[src/rtl/switch_input_port_pkg.sv]
// Shared register-map addresses and edge-mode encodings for switch_input_port.
package switch_input_port_pkg;

  localparam logic [1:0] ADDR_DATA = 2'd0;
  localparam logic [1:0] ADDR_EDGE = 2'd1;
  localparam logic [1:0] ADDR_MASK = 2'd2;
  localparam logic [1:0] ADDR_CFG  = 2'd3;

  typedef enum logic [1:0] {
    EDGE_RISE = 2'b00,
    EDGE_FALL = 2'b01,
    EDGE_BOTH = 2'b10,
    EDGE_RSVD = 2'b11
  } edge_mode_t;

  // The reserved encoding behaves like EDGE_BOTH.
  function automatic logic edge_hit(edge_mode_t mode, logic changed, logic level);
    case (mode)
      EDGE_RISE: edge_hit = changed & level;
      EDGE_FALL: edge_hit = changed & ~level;
      default:   edge_hit = changed;
    endcase
  endfunction

endpackage

[src/rtl/switch_input_port_debounce_bit.sv]
// One channel: SYNC_STAGES-flop synchroniser, then a counter that accepts a new level after
// DEBOUNCE_CYCLES stable cycles; changed pulses for one cycle alongside the new stable value.
module switch_input_port_debounce_bit #(
  parameter int SYNC_STAGES     = 2,
  parameter int DEBOUNCE_CYCLES = 500000
) (
  input  logic clk,
  input  logic reset_n,
  input  logic raw,
  output logic stable,
  output logic changed
);

  localparam int CW = $clog2(DEBOUNCE_CYCLES);
  localparam logic [CW-1:0] CNT_LAST = CW'(DEBOUNCE_CYCLES - 1);

  logic [SYNC_STAGES-1:0] sync_q;
  logic [CW-1:0]          cnt;
  logic                   sync;

  assign sync = sync_q[SYNC_STAGES-1];

  always_ff @(posedge clk or negedge reset_n) begin
    if (!reset_n) begin
      sync_q  <= '0;
      cnt     <= '0;
      stable  <= 1'b0;
      changed <= 1'b0;
    end else begin
      sync_q  <= {sync_q[SYNC_STAGES-2:0], raw};
      changed <= 1'b0;
      if (sync == stable) begin
        cnt <= '0;
      end else if (cnt == CNT_LAST) begin
        // Terminal count: accept the level; counter never reaches a wrapping value.
        stable  <= sync;
        changed <= 1'b1;
        cnt     <= '0;
      end else begin
        cnt <= cnt + CW'(1);
      end
    end
  end

endmodule

[src/rtl/switch_input_port.sv]
// Avalon-MM switch/button port: debounced level, sticky edge capture, mask, masked level irq.
// Reads return data one cycle after the strobe with no waitrequest; the slave never stalls.
module switch_input_port #(
  parameter int WIDTH           = 10,
  parameter int SYNC_STAGES     = 2,
  parameter int DEBOUNCE_CYCLES = 500000
) (
  input  logic             clk,
  input  logic             reset_n,
  input  logic [1:0]       address,
  input  logic             chipselect,
  input  logic             read,
  input  logic             write,
  input  logic [31:0]      writedata,
  output logic [31:0]      readdata,
  output logic             irq,
  input  logic [WIDTH-1:0] switch
);

  import switch_input_port_pkg::*;

  logic [WIDTH-1:0] stable;
  logic [WIDTH-1:0] changed;
  logic [WIDTH-1:0] events;
  logic [WIDTH-1:0] edge_capture;
  logic [WIDTH-1:0] irq_mask;
  logic [WIDTH-1:0] w1c;
  edge_mode_t       edge_mode;
  logic             wr_en;
  logic             rd_en;
  logic [31:0]      rd_mux;
  logic             unused_wdata;

  for (genvar i = 0; i < WIDTH; i++) begin : g_ch
    switch_input_port_debounce_bit #(
      .SYNC_STAGES    (SYNC_STAGES),
      .DEBOUNCE_CYCLES(DEBOUNCE_CYCLES)
    ) u_db (
      .clk    (clk),
      .reset_n(reset_n),
      .raw    (switch[i]),
      .stable (stable[i]),
      .changed(changed[i])
    );
    assign events[i] = edge_hit(edge_mode, changed[i], stable[i]);
  end

  assign wr_en        = write & chipselect;
  assign rd_en        = read & chipselect;
  assign w1c          = (wr_en && address == ADDR_EDGE) ? writedata[WIDTH-1:0] : '0;
  assign unused_wdata = ^writedata;

  always_comb begin
    rd_mux = '0;
    case (address)
      ADDR_DATA: rd_mux[WIDTH-1:0] = stable;
      ADDR_EDGE: rd_mux[WIDTH-1:0] = edge_capture;
      ADDR_MASK: rd_mux[WIDTH-1:0] = irq_mask;
      default:   rd_mux[1:0]       = edge_mode;
    endcase
  end

  always_ff @(posedge clk or negedge reset_n) begin
    if (!reset_n) begin
      readdata     <= '0;
      irq          <= 1'b0;
      edge_capture <= '0;
      irq_mask     <= '0;
      edge_mode    <= EDGE_RISE;
    end else begin
      readdata     <= rd_en ? rd_mux : '0;
      // A fresh event outranks a same-cycle clear so no edge is lost.
      edge_capture <= (edge_capture & ~w1c) | events;
      irq          <= |(edge_capture & irq_mask);
      if (wr_en) begin
        case (address)
          ADDR_MASK: irq_mask  <= writedata[WIDTH-1:0];
          ADDR_CFG:  edge_mode <= edge_mode_t'(writedata[1:0]);
          default:   ;
        endcase
      end
    end
  end

endmodule

[config.mk]
export PLATFORM = sky130hd
export DESIGN_NAME = switch_input_port
export DESIGN_NICKNAME = d
export VERILOG_FILES = /design/src/rtl/switch_input_port_pkg.sv /design/src/rtl/switch_input_port_debounce_bit.sv /design/src/rtl/switch_input_port.sv
export SDC_FILE = /design/constraint.sdc
export NUM_CORES = 1
export LEC_CHECK = 0
export BUFFER_PORTS_ARGS = -buffer_cell sky130_fd_sc_hd__buf_2
export CAP_MARGIN = 30
export CORE_ASPECT_RATIO = 0.7
export CORE_MARGIN = 2
export CORE_UTILIZATION = 41
export CTS_CLUSTER_SIZE = 16
export DETAILED_ROUTE_END_ITERATION = 8
export HOLD_SLACK_MARGIN = 0.15
export PLACE_DENSITY = 0.61
export SETUP_SLACK_MARGIN = 0.02
export SKIP_LAST_GASP = 1
export SYNTH_ARGS = -nofsm -noshare
export SYNTH_HDL_FRONTEND = slang
export SYNTH_SLANG_ARGS = --single-unit
[constraint.sdc]
create_clock -name clk -period 3.15 [get_ports clk]
set_clock_uncertainty 0.2 [all_clocks]
set_input_delay 0.315 -clock clk [delete_from_list [all_inputs] [get_ports clk]]
set_output_delay 0.315 -clock clk [all_outputs]
set_load 0.01 [all_outputs]
==> results.md, run 1 <==
* Outcome: complete, no violations
* Final Hold Fails at 0
* Final Net Count at 1,373
* Drt pass-1 iters at 4
* Synth top area share at 52.74%
* Library cells used by synthesis at 53
* Skew-Pair Late Insertion Delay at 560 ps
* Fmax at 412.9 MHz
* Initial drt markers at 610
* Max Root-Sink Buffers at 3
* Compound-Gate Fraction of Synth Area at 6.367%
* Total grt overflow at 0
* Largest net degree at the start of global routing at 107
* WL final at 25,350 µm
* Worst-path maximum fanout at 18
* H-Tree Depth at 1
* Root buf cell: clkbuf_16
* Post-synthesis mux area share at 2.988%
* Post-synth EDFFs at 0
* RSZ-0062 raised after global routing: no
* Post-CTS Setup Inserts at 0
* Mean post-synth cell area at 10.08 µm²
* Initial Utilization at 41.63%
* Area share of fa/ha/maj cells after synthesis at 1.003%
* Xor and xnor fraction of the mapped netlist area at 9.756%
* Io pins at 82
* Prevailing post-synth register cell: dfrtp_1
* Vias in the first global route at 8,528
* Yosys warnings at 0
* Worst Setup End Kind: flip-flop
* Switch share at 23.92%
* Full die area at 31,870 µm²
* Detail Placement HPWL at 17,160 µm
* Leak at 5.841 nW
* WL per Instance at 14.51 µm
* Post-Syn Area at 12,480 µm²
* Relative slew slack at 50.68%
* Main combinational cell family by area after synthesis: simple AND/OR/NAND/NOR gates
* Detail Route Antenna Nets at 0
* Final worst-path cycle share at 76.88%
* Power Dens Cells at 495.7 nW/µm²
* GPL Wtd Cong at 0.8034
* FP Rows at 53
* I/O Buffers at 37
* Combinational power share at 5.9%
* VDD IR-drop max at 0.0004371 V
* Synthesis-stage register bit count at 263
* Worst-margin pin slew at 737.4 ps
* Critical Path RT at 3360 ps
* Clock buffer count from CTS at 26
* Core area at 29,970 µm²
* Sink Count at 263
* Final number of setup-violating endpoints at 0
* Cells after synthesis at 1,238
* Total Neg Setup Slack at 0 ps
* Int Power at 5.356 mW
* Initial antenna violation count at 3
* GR Util All Layers at 16.47%
* Finished Core Util at 47.38%
* Layout fillers at 2,815
* First-pass GRT wire length at 43,010 µm
* Via count at 9,072
* Critical path arrival at 2630 ps
* Seq/Total Area, Yosys at 52.74%
* Area leader, netlist: dfrtp_1
* HP Class: flip-flop to flip-flop
* Area growth from synthesis to layout at 13.82%
* Reg clk slew, reported paths at 60 ps
* Pins Over Slew Limit at 0
* Seq pwr share at 51.2%
* CP Launch Type: flip-flop
* Die Y at 150.0 µm
* Clock period minus final worst setup slack at 2422 ps
* TritonCTS clock tree: done
* Net Switching at 1.684 mW
* Max Cap Viol at 0
* Largest cells by area after synthesis: dfrtp_1 53%, xnor2_1 6.0%, nor2_1 5.4%
* Ys async rst share at 100.0%
* Avg Vias per Cell at 5.193
* Ratio of cells with drive above 1 in the final layout at 10.42%
* DRC at 0
* Crit path kind: flip-flop to flip-flop
* Simple-Gate Fraction of Synth Area at 23.69%
* Clock Power Share at 42.8%
* Die X at 212.5 µm
[cell usage in the layout (no fill, tap or decap), types with 8 or more instances in the layout]
cell | Yosys | layout
ha_1 | 10 | 10
mux2_2 | 22 | 22
nand4_1 | 40 | 40
mux2i_1 | 8 | 8
clkbuf_16 | 0 | 26
or4_1 | 33 | 33
nor4_1 | 35 | 35
buf_4 | 22 | 10
and3_1 | 12 | 12
and4_1 | 11 | 11
nor2_1 | 178 | 178
or3_1 | 38 | 38
a21oi_1 | 59 | 59
xnor2_1 | 86 | 86
buf_2 | 5 | 36
nand2_1 | 105 | 105
dfrtp_1 | 263 | 263
nor3_1 | 26 | 26
dlygate4sd3_1 | 0 | 28
nand3_1 | 57 | 57
inv_1 | 36 | 36
xor2_1 | 53 | 53
o21ai_0 | 36 | 36
o31ai_1 | 19 | 19
conb_1 | 1 | 22
[final timing paths]
check	from	end	slack, ps	cells after the start
worst max-delay path	g_ch[1].u_db.cnt[14]	g_ch[1].u_db.cnt[7]	730	4
worst min-delay path	g_ch[2].u_db.sync_q[0]	g_ch[2].u_db.sync_q[1]	150	0
worst max register to register	g_ch[1].u_db.cnt[14]	g_ch[1].u_db.cnt[7]	730	4
worst min register to register	g_ch[2].u_db.sync_q[0]	g_ch[2].u_db.sync_q[1]	150	0
max in group asynchronous	reset_n	g_ch[5].u_db.cnt[18]	1470	3
min in group asynchronous	reset_n	g_ch[0].u_db.cnt[18]	210	3
[critical path, stage by stage (launching register included)]
cell and delay (ps):
dfrtp_1 440, or4b_1 550, or4_4 570, o21bai_4 420, nor2_1 100
[power by group through the flow]
stage	Combinational, mW	Sequential [mW]	Clock (mW)
final	0.418	3.61	3.02
after global routing	0.480	3.62	3.25
after CTS	0.432	3.61	3.10
after detailed placement	0.396	3.67	0
after global placement	0.388	3.66	0
after floorplan	0.259	3.63	0
[state kept, by name, indices dropped and copies added, names as in the netlist]
register and cells:
irq 1, g_ch.u_db.cnt 190, edge_capture 10, irq_mask 10
readdata 10, g_ch.u_db.sync_q 20, g_ch.u_db.stable 10, edge_mode 2
g_ch.u_db.changed 10
[what timing repair did]
action	4_1_cts	5_1_grt
hold buffers	28	0
resized for setup	0	0
endpoints found under the hold margin	304	0
endpoints found under the setup margin	0	0
[logic make-up (layout without fill, tap and decap cells)]
logic type / count (synthesis) / in the layout
AOI/OAI and AO/OA: 132 / 132
xor gates and xnor gates: 139 / 139
buffers and inverters: 86 / 161
muxes: 32 / 32
and+or+nand+nor: 575 / 575
adders and majority gates: 10 / 10
DFF: 263 / 263
other: 1 / 23
[metal layers]
| metal | vias to the layer above | wire length [µm] | track usage, % | part of all wire [%] |
|---|---|---|---|---|
| li1 | 4476 | - | - | - |
| met1 | 4425 | 13080 | 25.51 | 52 |
| met2 | 124 | 10690 | 23.35 | 42 |
| met3 | 45 | 960 | 3.232 | 3.8 |
| met4 | 2 | 616 | 4.266 | 2.4 |
| met5 | - | 13 | 0 | 0.051 |
[area by class of cell]
type	instances	area (µm²)	area share (%)
antenna	1	2.502	0.01762
clock buffer	39	769.5	5.418
clock inverter	9	58.81	0.4141
inverter	36	135.1	0.9515
multi-input combinational	910	5549	39.07
sequential	263	6581	46.34
tap	412	515.5	3.630
timing repair buffer	77	590.6	4.158
[synthesized netlist by cell type (12+ instances only)]
library cell and number:
xor2_1 53, buf_4 22, xnor2_1 86, dfrtp_1 263, inv_1 36, o21ai_0 36
or4_1 33, nor2_1 178, nand3_1 57, a21oi_1 59, and3_1 12, or3_1 38
nor4_1 35, o31ai_1 19, clkbuf_1 13, nand4_1 40, nand2_1 105, nor3_1 26
mux2_2 22
[through the flow]
step / instances / power, mW / worst slack (ps) / area (µm²) / hold WS, ps
floorplan: 1259 / 3.885 / 923.9 / 12560 / -180.6
global placement: 1670 / 4.052 / 766.9 / 13090 / -46.94
detailed placement: 1670 / 4.065 / 713.9 / 13090 / -45.65
CTS: 1746 / 7.138 / 704.5 / 14200 / 152.5
global route: 1746 / 7.355 / 552.9 / 14200 / 153.0
finish: 1747 / 7.040 / 728.3 / 14200 / 148.8
(Power assumes the default switching activity.)
==> run 2: changes to the inputs <==
==> constraint.sdc (replaced) <==
create_clock -name clk -period 2.4 [get_ports clk]
set_clock_uncertainty 0.2 [all_clocks]
set_input_delay 0.24 -clock clk [delete_from_list [all_inputs] [get_ports clk]]
set_output_delay 0.24 -clock clk [all_outputs]
set_load 0.01 [all_outputs]
==> results.md, run 2 (synthesis results as in run 1) <==
* Outcome: complete, no violations (unchanged)
* Critical Path RT at 2620 ps (was 3360 ps)
* Fmax at 432.9 MHz
* Sink Count at 263 (unchanged)
* Largest net degree at the start of global routing at 66 (was 107)
* Core area at 29,970 µm² (unchanged)
* CP Launch Type: input pin (was flip-flop)
* Cell Chain, Critical Path: dlygate4sd3_1, buf_6, mux2i_1, nor2_1, dlygate4sd3_1, a21oi_1, nor2_1, dlygate4sd3_1 (was or4b_1, or4_4, o21bai_4, nor2_1)
* Multi-input logic area at 5553 µm² (was 5549 µm²)
* Register Area at 6581 µm² (unchanged)
* Total Neg Setup Slack at 0 ps (unchanged)
* Layout fillers at 2,788 (was 2,815)
* Biggest regs: g_ch.u_db.cnt (190), g_ch.u_db.sync_q (20) (unchanged)
* Top reg by flops: g_ch.u_db.cnt (unchanged)
* TritonCTS clock tree: done (unchanged)
* Clock buffer count from CTS at 26 (unchanged)
* Dpl cell area at 13,340 µm² (was 13,090 µm²)
* Worst-margin pin slew at 630.0 ps (was 737.4 ps)
* Drt pass-1 iters at 5 (was 4)
* Cell area after layout at 14,670 µm² (was 14,200 µm²)
* Max Root-Sink Buffers at 3 (unchanged)
* Skew-Pair Late Insertion Delay at 540 ps (was 560 ps)
* Area growth from synthesis to layout at 17.57% (was 13.82%)
* Critical path arrival at 2530 ps (was 2630 ps)
* Worst Setup End Kind: flip-flop (unchanged)
* Fin cells at 1,791 (was 1,747)
* Vias in the first global route at 8,664 (was 8,528)
* H-Tree Depth at 1 (unchanged)
* Relative slew slack at 57.78% (was 50.68%)
* GR Util All Layers at 16.57% (was 16.47%)
* Avg Vias per Cell at 5.137 (was 5.193)
* GPL Wtd Cong at 0.8070 (was 0.8034)
* Pins Over Slew Limit at 0 (unchanged)
* Commonest non-fill, non-tap cell in the layout: dfrtp_1 (unchanged)
* WL per Instance at 14.19 µm (was 14.51 µm)
* CP max stage cell: dlygate4sd3_1 (was or4_4)
* Worst-path maximum fanout at 9 (was 18)
* Ratio of cells with drive above 1 in the final layout at 12.70% (was 10.42%)
* Power Dens Cells at 648.5 nW/µm² (was 495.7 nW/µm²)
* Final number of setup-violating endpoints at 0 (unchanged)
* Initial antenna violation count at 2 (was 3)
* Detail Placement HPWL at 17,580 µm (was 17,160 µm)
* Root buf cell: clkbuf_16 (unchanged)
* FP Rows at 53 (unchanged)
* Total grt overflow at 0 (unchanged)
* Final Net Count at 1,417 (was 1,373)
* Reg clk slew, reported paths at 70 ps (was 60 ps)
* Final worst-path cycle share at 96.26%
* Via count at 9,200 (was 9,072)
* Most frequent cells in the layout: 263 x dfrtp_1, 178 x nor2_1, 105 x nand2_1, 86 x xnor2_1, 59 x a21oi_1 (unchanged)
* Leak at 6.097 nW (was 5.841 nW)
* RSZ-0062 raised after global routing: yes (was no)
* Placed Cells at 1,698 (was 1,670)
* VDD IR-drop max at 0.0004945 V (was 0.0004371 V)
* Die X at 212.5 µm (unchanged)
* WL final at 25,420 µm (was 25,350 µm)
* Die Y at 150.0 µm (unchanged)
* Detail Route Antenna Nets at 0 (unchanged)
* DRC at 0 (unchanged)
* First-pass GRT wire length at 43,360 µm (was 43,010 µm)
* Clock period minus final worst setup slack at 2310 ps
* Initial drt markers at 604 (was 610)
* Full die area at 31,870 µm² (unchanged)
* I/O Buffers at 37 (unchanged)
* Critical Path Most Common Cell: dlygate4sd3_1
* Max reg flops at 190 (unchanged)
* Worst stage delay on the critical path at 580 ps (was 570 ps)
* Max Cap Viol at 0 (unchanged)
* HP Class: flip-flop to flip-flop (unchanged)
* Io pins at 82 (unchanged)
* Crit path kind: input pin to flip-flop (was flip-flop to flip-flop)
* Final Hold Fails at 0 (unchanged)
* Initial Utilization at 41.63% (unchanged)
-- run 2: cell count changes in the layout (fill, tap and decap cells not counted), sizes merged --
cell         change
buf             +32
dlygate4sd3     +12
clkbuf           -3
bufinv           +2
clkinvlp         +1
-- run 2: critical path, delay by kind of cell --
kind	cells	cell delay, ps
AO/OA/AOI/OAI	1	150
buffers and inverters	4	1850
multiplexers	1	190
AND/OR/NAND/NOR	2	100
-- run 2: final cells by class --
class	instances	area share (%)
clock buffer	36	5.245
multi-input combinational	910	37.85
tap	412	3.514
clock inverter	12	0.8102
timing repair buffer	121	6.780
antenna	1	0.01706
sequential	263	44.86
inverter	36	0.9211
-- run 2: repair_timing --
item	4_1_cts	5_1_grt
resized for setup	0	4
hold buffers	40	0
buffers inserted	0	4
hold endpoints to repair	305	0
endpoints found under the setup margin	0	2
-- run 2: stage by stage --
step | power (mW) | hold WS [ps] | worst slack (ps) | util [%]
6_report | 9.514 | 151.1 | 89.75 | 48.94
5_1_grt | 9.940 | 151.4 | 1.675 | 48.94
4_1_cts | 9.645 | 150.2 | 23.27 | 48.80
3_5_place_dp | 5.359 | 24.72 | 134.1 | 44.50
3_3_place_gp | 5.343 | 20.95 | 141.3 | 44.50
2_1_floorplan | 5.100 | -255.6 | 173.9 | -
-- run 2: worst paths after layout --
kind                                     endpoint                    from  slack [ps]  depth (start not counted)
max                                   readdata[8]              address[0]          90                          8
min                        g_ch[3].u_db.sync_q[1]  g_ch[3].u_db.sync_q[0]         150                          0
max reg2reg                           readdata[8]     g_ch[8].u_db.stable         140                          6
min reg2reg                g_ch[3].u_db.sync_q[1]  g_ch[3].u_db.sync_q[0]         150                          0
max in group asynchronous     g_ch[4].u_db.stable                 reset_n         690                          4
min in group asynchronous    g_ch[0].u_db.cnt[16]                 reset_n         580                          3
-- run 2: layer usage --
layer  GRT usage [%]  wire (µm)  share of wire [%]  vias to the layer above
met5               0         13              0.051                        -
met4           3.497        481                1.9                        2
met3           3.022        960                3.8                       40
met2           24.13      10720                 42                      140
met1           25.58      13250                 52                     4452
li1                -          -                  -                     4566
-- run 2: power by group --
group | internal (mW) | switching [mW]
clock network | 2.46 | 1.72
logic | 0.271 | 0.331
registers | 4.58 | 0.151
